--- src/rtl/common.sv ---
// Scalar types shared across the core datapath: architectural register
// index and 64-bit data word.
package common;
  typedef logic [4:0]  creg_addr_t;
  typedef logic [63:0] u64;
endpackage

--- src/rtl/config_pkg.sv ---
// Build-time configuration knobs for the core.
package config_pkg;
  localparam int NUM_WB_REQ = 3;
endpackage

--- src/rtl/wb_arbiter_pkg.sv ---
// Types and helpers local to the writeback arbiter: the registered
// regfile write bundle and the round-robin pointer advance.
package wb_arbiter_pkg;
  import common::*;

  localparam int NumRegs = 32;

  typedef struct packed {
    logic       valid;
    creg_addr_t addr;
    u64         data;
  } wb_out_t;

  localparam wb_out_t WbOutIdle = '{valid: 1'b0, addr: '0, data: '0};

  function automatic int wrapInc(input int idx, input int n);
    return (idx + 1 >= n) ? 0 : idx + 1;
  endfunction
endpackage

--- src/rtl/rr_arbiter.sv ---
// Round-robin selector: picks the first valid requester at or after the
// priority pointer, returning a one-hot grant and its index.
module rr_arbiter #(
  parameter int N    = 3,
  parameter int IdxW = (N > 1) ? $clog2(N) : 1
) (
  input  logic [N-1:0]    valid_i,
  input  logic [IdxW-1:0] ptr_i,
  output logic [N-1:0]    grant_o,
  output logic [IdxW-1:0] idx_o
);

  // Scan offsets 0..N-1 from the pointer; the first valid hit wins.
  always_comb begin
    logic found;
    found   = 1'b0;
    grant_o = '0;
    idx_o   = '0;
    for (int k = 0; k < N; k++) begin
      for (int i = 0; i < N; i++) begin
        if (!found && valid_i[i] && (i == (int'(ptr_i) + k) % N)) begin
          found      = 1'b1;
          grant_o[i] = 1'b1;
          idx_o      = IdxW'(i);
        end
      end
    end
  end

endmodule

--- src/rtl/wb_arbiter.sv ---
// Writeback arbiter: round-robin funnel of several writeback sources onto
// the single regfile write port, plus the pending-write busy scoreboard.
module wb_arbiter
  import common::*;
  import wb_arbiter_pkg::*;
#(
  parameter int NUM_REQ = config_pkg::NUM_WB_REQ
) (
  input  logic               clk,
  input  logic               reset,
  input  logic [NUM_REQ-1:0] req_valid,
  output logic [NUM_REQ-1:0] req_ready,
  input  creg_addr_t         req_addr [NUM_REQ],
  input  u64                 req_data [NUM_REQ],
  input  logic               mark_valid,
  input  creg_addr_t         mark_addr,
  input  logic               flush,
  output creg_addr_t         wa,
  output logic               wvalid,
  output u64                 wd,
  output logic [31:0]        busy
);

  localparam int IdxW = $clog2(NUM_REQ);

  logic [IdxW-1:0]    ptr_q, ptr_d;
  logic [IdxW-1:0]    grantIdx;
  logic [NUM_REQ-1:0] grant;
  logic               accept;
  creg_addr_t         selAddr;
  u64                 selData;
  wb_out_t            out_q, out_d;
  logic [NumRegs-1:0] busy_q, busy_d;

  rr_arbiter #(
    .N    (NUM_REQ),
    .IdxW (IdxW)
  ) u_rr (
    .valid_i (req_valid),
    .ptr_i   (ptr_q),
    .grant_o (grant),
    .idx_o   (grantIdx)
  );

  // reset is active-low: no requester is granted while it is held at 0.
  assign req_ready = reset ? grant : '0;
  assign accept    = |req_ready;

  always_comb begin
    selAddr = '0;
    selData = '0;
    for (int i = 0; i < NUM_REQ; i++) begin
      if (grant[i]) begin
        selAddr = req_addr[i];
        selData = req_data[i];
      end
    end
  end

  // Writes to r0 are consumed but never reach the regfile, and wa/wd keep
  // their previous contents whenever nothing is written.
  always_comb begin
    out_d       = out_q;
    out_d.valid = 1'b0;
    if (accept && (selAddr != '0)) begin
      out_d.valid = 1'b1;
      out_d.addr  = selAddr;
      out_d.data  = selData;
    end
    ptr_d = accept ? IdxW'(wrapInc(int'(grantIdx), NUM_REQ)) : ptr_q;
  end

  always_comb begin
    busy_d = busy_q;
    if (out_q.valid) busy_d[out_q.addr] = 1'b0;
    if (mark_valid)  busy_d[mark_addr]  = 1'b1;
    busy_d[0] = 1'b0;
    if (flush) busy_d = '0;
  end

  always_ff @(posedge clk or negedge reset) begin
    if (!reset) begin
      ptr_q  <= '0;
      out_q  <= WbOutIdle;
      busy_q <= '0;
    end else begin
      ptr_q  <= ptr_d;
      out_q  <= out_d;
      busy_q <= busy_d;
    end
  end

  assign wvalid = out_q.valid;
  assign wa     = out_q.addr;
  assign wd     = out_q.data;
  assign busy   = busy_q;

endmodule

--- config.mk ---
export PLATFORM = sky130hd
export DESIGN_NAME = wb_arbiter
export DESIGN_NICKNAME = d
export VERILOG_FILES = /design/src/rtl/common.sv /design/src/rtl/config_pkg.sv /design/src/rtl/wb_arbiter_pkg.sv /design/src/rtl/rr_arbiter.sv /design/src/rtl/wb_arbiter.sv
export SDC_FILE = /design/constraint.sdc
export NUM_CORES = 1
export LEC_CHECK = 0
export CORE_AREA = 2 2 124 126
export DETAILED_ROUTE_END_ITERATION = 10
export DIE_AREA = 0 0 126 128
export MAX_ROUTING_LAYER = met4
export PLACE_DENSITY = 0.9
export SYNTH_ARGS = -nofsm -noshare
export SYNTH_HDL_FRONTEND = slang
export SYNTH_SLANG_ARGS = --single-unit
--- constraint.sdc ---
create_clock -name clk -period 3.8 [get_ports clk]
set_input_delay 0.57 -clock clk [delete_from_list [all_inputs] [get_ports clk]]
set_output_delay 0.57 -clock clk [all_outputs]
set_load 0.01 [all_outputs]
# Word-level counts from Yosys, hierarchy flattened
# Index checks and enable logic that the tools add are counted.
[classes]
addsub = 3
multipliers = 0
div = 3
magnitude_cmp = 5
n_eq_ne = 6
n_shift = 0
n_mux = 40
n_bitwise = 3
reduce_logical = 33
[ops]
columns = ["op", "count"]
rows = [
  ["$mux W64", 3],
  ["$eq A2 B32 Y1 const A", 3],
  ["$eq A3 B32 Y1 const A", 3],
  ["$logic_not A32 Y1", 3],
  ["$mux W32", 3],
  ["$mux W70", 1],
  ["$mod A32 B3 Y32 const B", 2],
  ["$and A32 B32 Y32", 1],
  ["$mod A3 B3 Y32 const B", 1],
  ["$not A32 Y32", 1],
  ["$or A32 B32 Y32", 1],
  ["$logic_and A1 B1 Y1", 20],
  ["$mux W1", 19],
  ["$mux W2", 8],
  ["$mux W5", 3],
  ["$lt A5 B6 Y1 const B", 2],
  ["$demux W1 S5", 2],
  ["$ge A5 B1 Y1 const B", 2],
  ["$logic_not A1 Y1", 8],
  ["$add A2 B1 Y3 const B", 2],
  ["$reduce_bool A5 Y1", 1],
  ["$add A2 B2 Y3 const B", 1],
  ["$ge A3 B2 Y1 const B", 1],
  ["$mux W3", 1],
  ["$reduce_or A3 Y1", 1],
]
[word_totals]
register_bits = 104
latchBits = 0
ram_bits = 0
romBits = 0
out_inout_bits = 105
elab_cells = 98
n_memories = 0

# Logic depth before layout (Yosys ltp)
[logic_depth]
depth_word = 40
mapped_depth = 10
mapped_depth_nobuf = 8

# Modules after synthesis
# Synthesis repeated with hierarchy kept, for this count alone.
[unflattened]
cells_unflattened = 592
area_unflattened_um2 = 5575.3
[modules_own_cells]
columns = ["module", "instances", "cells_each", "area_each_um2"]
rows = [
  ["wb_arbiter", 1, 575, 5441.5],
  ["rr_arbiter", 1, 17, 133.9],
]

# Worst setup path before layout
# OpenSTA, ideal clock, no wires.
[synth_timing]
path_kind = "register -> register"
startpoint = "register ptr_q[0]"
endpoint = "register out_q, in the netlist wa[0]"
setup_time_ns = 0.125
t_arrival_ns = 2.461
required_ns = 3.675
path_slack_ns = 1.214
stages_incl_launch_ff = 11
n_path_buf = 2
synth_period_minus_slack_ns = 2.586
path_cell_list = "dfrtp_1 -> inv_1 -> ha_1 -> o21ba_1 -> o211a_1 -> a2111o_1 -> and4b_1 -> a41oi_2 -> buf_6 -> buf_6 -> mux2_4"
[synth_between]
elab_chain_cells = 39
[synth_lines]
columns = ["element", "line_no", "rtl"]
rows = [
  ["from (decl)", "wb_arbiter.sv:26", "logic [IdxW-1:0] ptr_q, ptr_d;"],
  ["from (signal assigned)", "wb_arbiter.sv:87", "ptr_q <= ptr_d;"],
  ["branches (longest 39 deep; another with $mod A32 B3 Y32)", "-", ""],
  ["to (signal assigned)", "wb_arbiter.sv:84", "out_q <= WbOutIdle;"],
  ["to (signal assigned)", "wb_arbiter.sv:88", "out_q <= out_d;"],
  ["to (decl)", "wb_arbiter.sv:32", "wb_out_t out_q, out_d;"],
]
# Parallel ways; which one is timed is not known.
# A chain may end at the register's enable or synchronous reset.

# Worst setup path after layout
[layout_timing]
startpoint = "register ptr_q[0]"
endpoint = "output port req_ready[2]"
[layout_between]
elab_chain_cells = 37
[layout_lines]
columns = ["element", "line_no", "rtl"]
rows = [
  ["branches (longest 35 deep; another with $mod A32 B3 Y32)", "-", ""],
  ["$mux W1 *", "rr_arbiter.sv:21", "if (!found && valid_i[i] && (i == (int'(ptr_i) + k) % N)) begin"],
  ["$mux W3 *", "wb_arbiter.sv:46", "assign req_ready = reset ? grant : '0;"],
  ["to (decl)", "wb_arbiter.sv:12", "output logic [NUM_REQ-1:0] req_ready,"],
]
# Every way passes the cells marked *.

==> results.txt <==
The area of placed instances is 8710 um2. The final critical delay including setup and external delays came out at 3.24 ns. The via density per instance is 5.45. Of the total synthesized cell area, the portion taken by XOR and XNOR cells is 0%. The number of gates resized after CTS was 0. The later-pin clock latency in the skew report is 0.35 ns.

The cell area power density came out at 659 nW/um2. The deepest level of the CTS H-tree is 3. For this run, the detailed router's first-pass iteration total came to 8.

The overall die height came out at 128 um. Setup repair after global routing left no endpoint under its margin. The area taken by multi-input logic gates came out at 2300 um2.

The summed instance area of the synthesized netlist is 5290 um2. VDD sags by at most 0.310 mV. The total clock buffers created by CTS is 9. The sequential cell area fraction in the yosys report came out at 48.7%. The synthesis-stage register bit count is 103.

Counting cells, the worst reg-to-reg path comes to 9. The count of unique library cells instantiated by Yosys is 39. The setup TNS is 0 ns. The data required time of the critical path came out at 3.23 ns. The average instance area after synthesis is 10.4 um2.

Between clock sinks in the finished design, the worst skew comes to 0.00854 ns. The violation count after the first detailed-route iteration is 676. Headroom to the max-slew limit came out at 25.6%. The tightest min-delay check is of the in2async type. The total count of max-transition violations in the final report is 0. The chip width is 126 um. The net count of the mapped netlist came out at 731. Across the run, the number of max-cap violations was 0.

Row generation in the floorplan step produced 45 rows. The detailed-route DRC error count came out at 0. The TritonCTS sink count is 103. The count of yosys warnings during synthesis is 0. The remaining global-route overflow came out at 0. The arithmetic-cell share of the synthesized area counting full adders, half adders and majority gates came out at 0.473%. The arrival time at the worst endpoint came out at 2.67 ns. The top achievable clock speed came out at 309 MHz. The global-route wire length before repair is 29700 um. The category of the worst setup path capture point is an output pin.

The area growth from synthesis to layout is 70.8%. The post-synthesis simple-gate area fraction is 7.33%. TritonCTS built the clock tree. At the pin with the least slew margin, the transition time is 1.11 ns.

The type of the worst setup path is reg2out. The buffers inserted during post-CTS setup optimization came out at 0. The post-detailed-routing wire length is 19700 um. The filler cell count in the final layout is 1249.

The detailed router placed 5517 vias in this run. The number of buffers inserted by port buffering is 322. The flow ran to the end, and the final reports show no timing, DRC or antenna violations.

Clock tree synthesis selected as its root buffer the cell clkbuf_16. The number of endpoints failing setup at the final stage is 0. The leakage power summed over all cells came out at 3.72 nW. The area of the die came out at 16100 um2. The largest driver fanout on the critical path is 17. The maximum number of pins on one net before global-route repair came out at 55. The number of failing hold endpoints at the final stage is 0. The area fraction in compound gates after synthesis is 22.0%. The CTS clock-pin slew for the worst setup and hold paths is 0.07 ns.

No sink is reached through more buffers than the 2 on the longest clock path. The number of global-route vias before repair is 5385. The count of nets left with antenna violations once routing finished came out at 0.

The multiplexer share of the synthesized area is 13.1%. The count of mapped cells out of synthesis came out at 510. The routed wire length per instance is 19.5 um.

Of the cells placed in the final design, the portion with a size suffix greater than 1 is 4.00%. The initial antenna violation count is 0. 0 antenna diodes ended up in the layout. The final layout net count is 1040. The final weighted congestion in routability-driven placement came out at 0.856. The standard cell core area is 14900 um2.

324 I/O pins were placed. Across every metal layer, demand over resource in global routing totals 24.2%. The initial core utilization came out at 35.6%. The share of the cycle needed by the critical path after routing is 85.2%. The worst setup path is launched from a register. The hold buffer count at CTS came out at 0. The combinational family with the most area after synthesis is compound AO/OA/AOI/OAI gates.

The area taken by flip-flops and latches came out at 2580 um2. After routing the design area is 9030 um2. Summed over all nets, the half-perimeter wirelength after detailed placement is 15300 um.
-- metrics by stage --
step / util, % / setup WS (ns) / hold slack, ns / instances / total power, W
after floorplan: - / 1.21 / 0.274 / 510 / 0.00346
after CTS: 60.8 / 0.513 / 0.00631 / 1012 / 0.00600
after detailed placement: 58.6 / 0.429 / 0.386 / 996 / 0.00497
final: 60.8 / 0.563 / 0.0171 / 1012 / 0.00595
after global routing: 60.8 / 0.365 / 0.00677 / 1012 / 0.00630
after global placement: 58.6 / 0.552 / 0.386 / 996 / 0.00490
-- registers in the layout (all words and copies together) (netlist names) --
signal  cells
wd         64
busy       31
wa          5
ptr_q       2
wvalid      1
-- cell families (layout without fill, tap and decap cells) --
logic type / after synthesis / after routing
muxes: 68 / 68
adders and majority gates: 2 / 2
DFF: 103 / 103
and+or+nand+nor: 80 / 80
buffers and inverters: 106 / 420
AOI/OAI and AO/OA: 150 / 150
other: 1 / 1
-- Yosys cell counts --
cell type / count / area share, %
a2111o_1: 1 / 0.21
a21boi_0: 1 / 0.14
a21o_1: 2 / 0.28
a21oi_1: 31 / 2.9
a221o_1: 3 / 0.57
a222oi_1: 64 / 12
a22o_1: 3 / 0.50
a22oi_1: 1 / 0.14
a41oi_2: 1 / 0.31
and2_1: 7 / 0.83
and3_1: 3 / 0.35
and3b_1: 2 / 0.33
and4b_1: 1 / 0.19
buf_2: 1 / 0.095
buf_4: 7 / 0.99
buf_6: 2 / 0.43
clkbuf_1: 25 / 1.8
conb_1: 1 / 0.071
dfrtp_1: 103 / 49
ha_1: 2 / 0.47
inv_1: 71 / 5.0
mux2_4: 2 / 0.57
mux2i_1: 66 / 12
nand2_1: 42 / 3.0
nand3_1: 9 / 0.85
nor2_1: 6 / 0.43
nor3_1: 1 / 0.095
nor3b_1: 4 / 0.57
nor4_1: 1 / 0.12
nor4b_1: 1 / 0.17
nor4bb_1: 1 / 0.19
o211a_1: 2 / 0.38
o211ai_1: 2 / 0.28
o21ai_0: 32 / 3.0
o21ba_1: 1 / 0.19
o22ai_1: 4 / 0.47
o31ai_1: 1 / 0.14
o41ai_2: 1 / 0.31
or3_1: 2 / 0.24
-- area by class of cell --
cell class | count | share of cell area (%)
Tap cell | 188 | 2.60
Timing Repair Buffer | 333 | 36.8
Clock buffer | 10 | 2.53
Inverter | 71 | 2.95
Sequential cell | 103 | 28.5
Clock inverter | 6 | 1.02
Multi-Input combinational cell | 301 | 25.5
-- layer usage --
metal	routed length, um	share of wire (%)	vias to the layer above	GRT usage [%]
met5	0	0	-	-
met4	343	1.7	0	6.92
met2	10400	53	288	41.2
li1	-	-	2539	-
met1	7500	38	2665	29.6
met3	1430	7.3	25	4.55
-- critical path, stage by stage, from the launching register on --
cell and delay [ns]:
dfrtp_1 0.37, inv_1 0.05, ha_1 0.36, a22oi_1 0.28, o211a_2 0.49, and2_1 0.19
clkdlybuf4s50_1 0.56
-- path summary, 6_finish.rpt --
check | start | to | slack (ns)
setup / recovery | ptr_q[0] | req_ready[2] | 0.56
hold / removal | reset | ptr_q[0] | 0.02
min in group clk | ptr_q[1] | ptr_q[1] | 0.52
hold reg to reg | ptr_q[1] | ptr_q[1] | 0.52
max in group asynchronous | reset | wd[53] | 2.30
setup reg to reg | ptr_q[0] | wd[53] | 0.84
-- where the power goes --
group	total (W)	switching [W]	internal [W]
Clock	0.00101	0.000426	0.000581
Combinational	0.00324	0.00159	0.00165
Sequential	0.00171	0.000238	0.00147
Total	0.00595	0.00225	0.00370
-- placed cells by master, fill, tap and decap left out, types with 3 or more instances in the layout --
cell type        Yosys  final
a21oi_1             31     31
a221o_1              3      3
a222oi_1            64     64
a22o_1               3      3
and2_1               7      7
and3_1               3      3
buf_4                7     10
clkbuf_16            0      9
clkdlybuf4s50_1      0    321
dfrtp_1            103    103
inv_1               71     71
mux2i_1             66     66
nand2_1             42     42
nand3_1              9      9
nor2_1               6      6
nor3b_1              4      4
o21ai_0             32     32
o22ai_1              4      4
(Power assumes the default switching activity.)
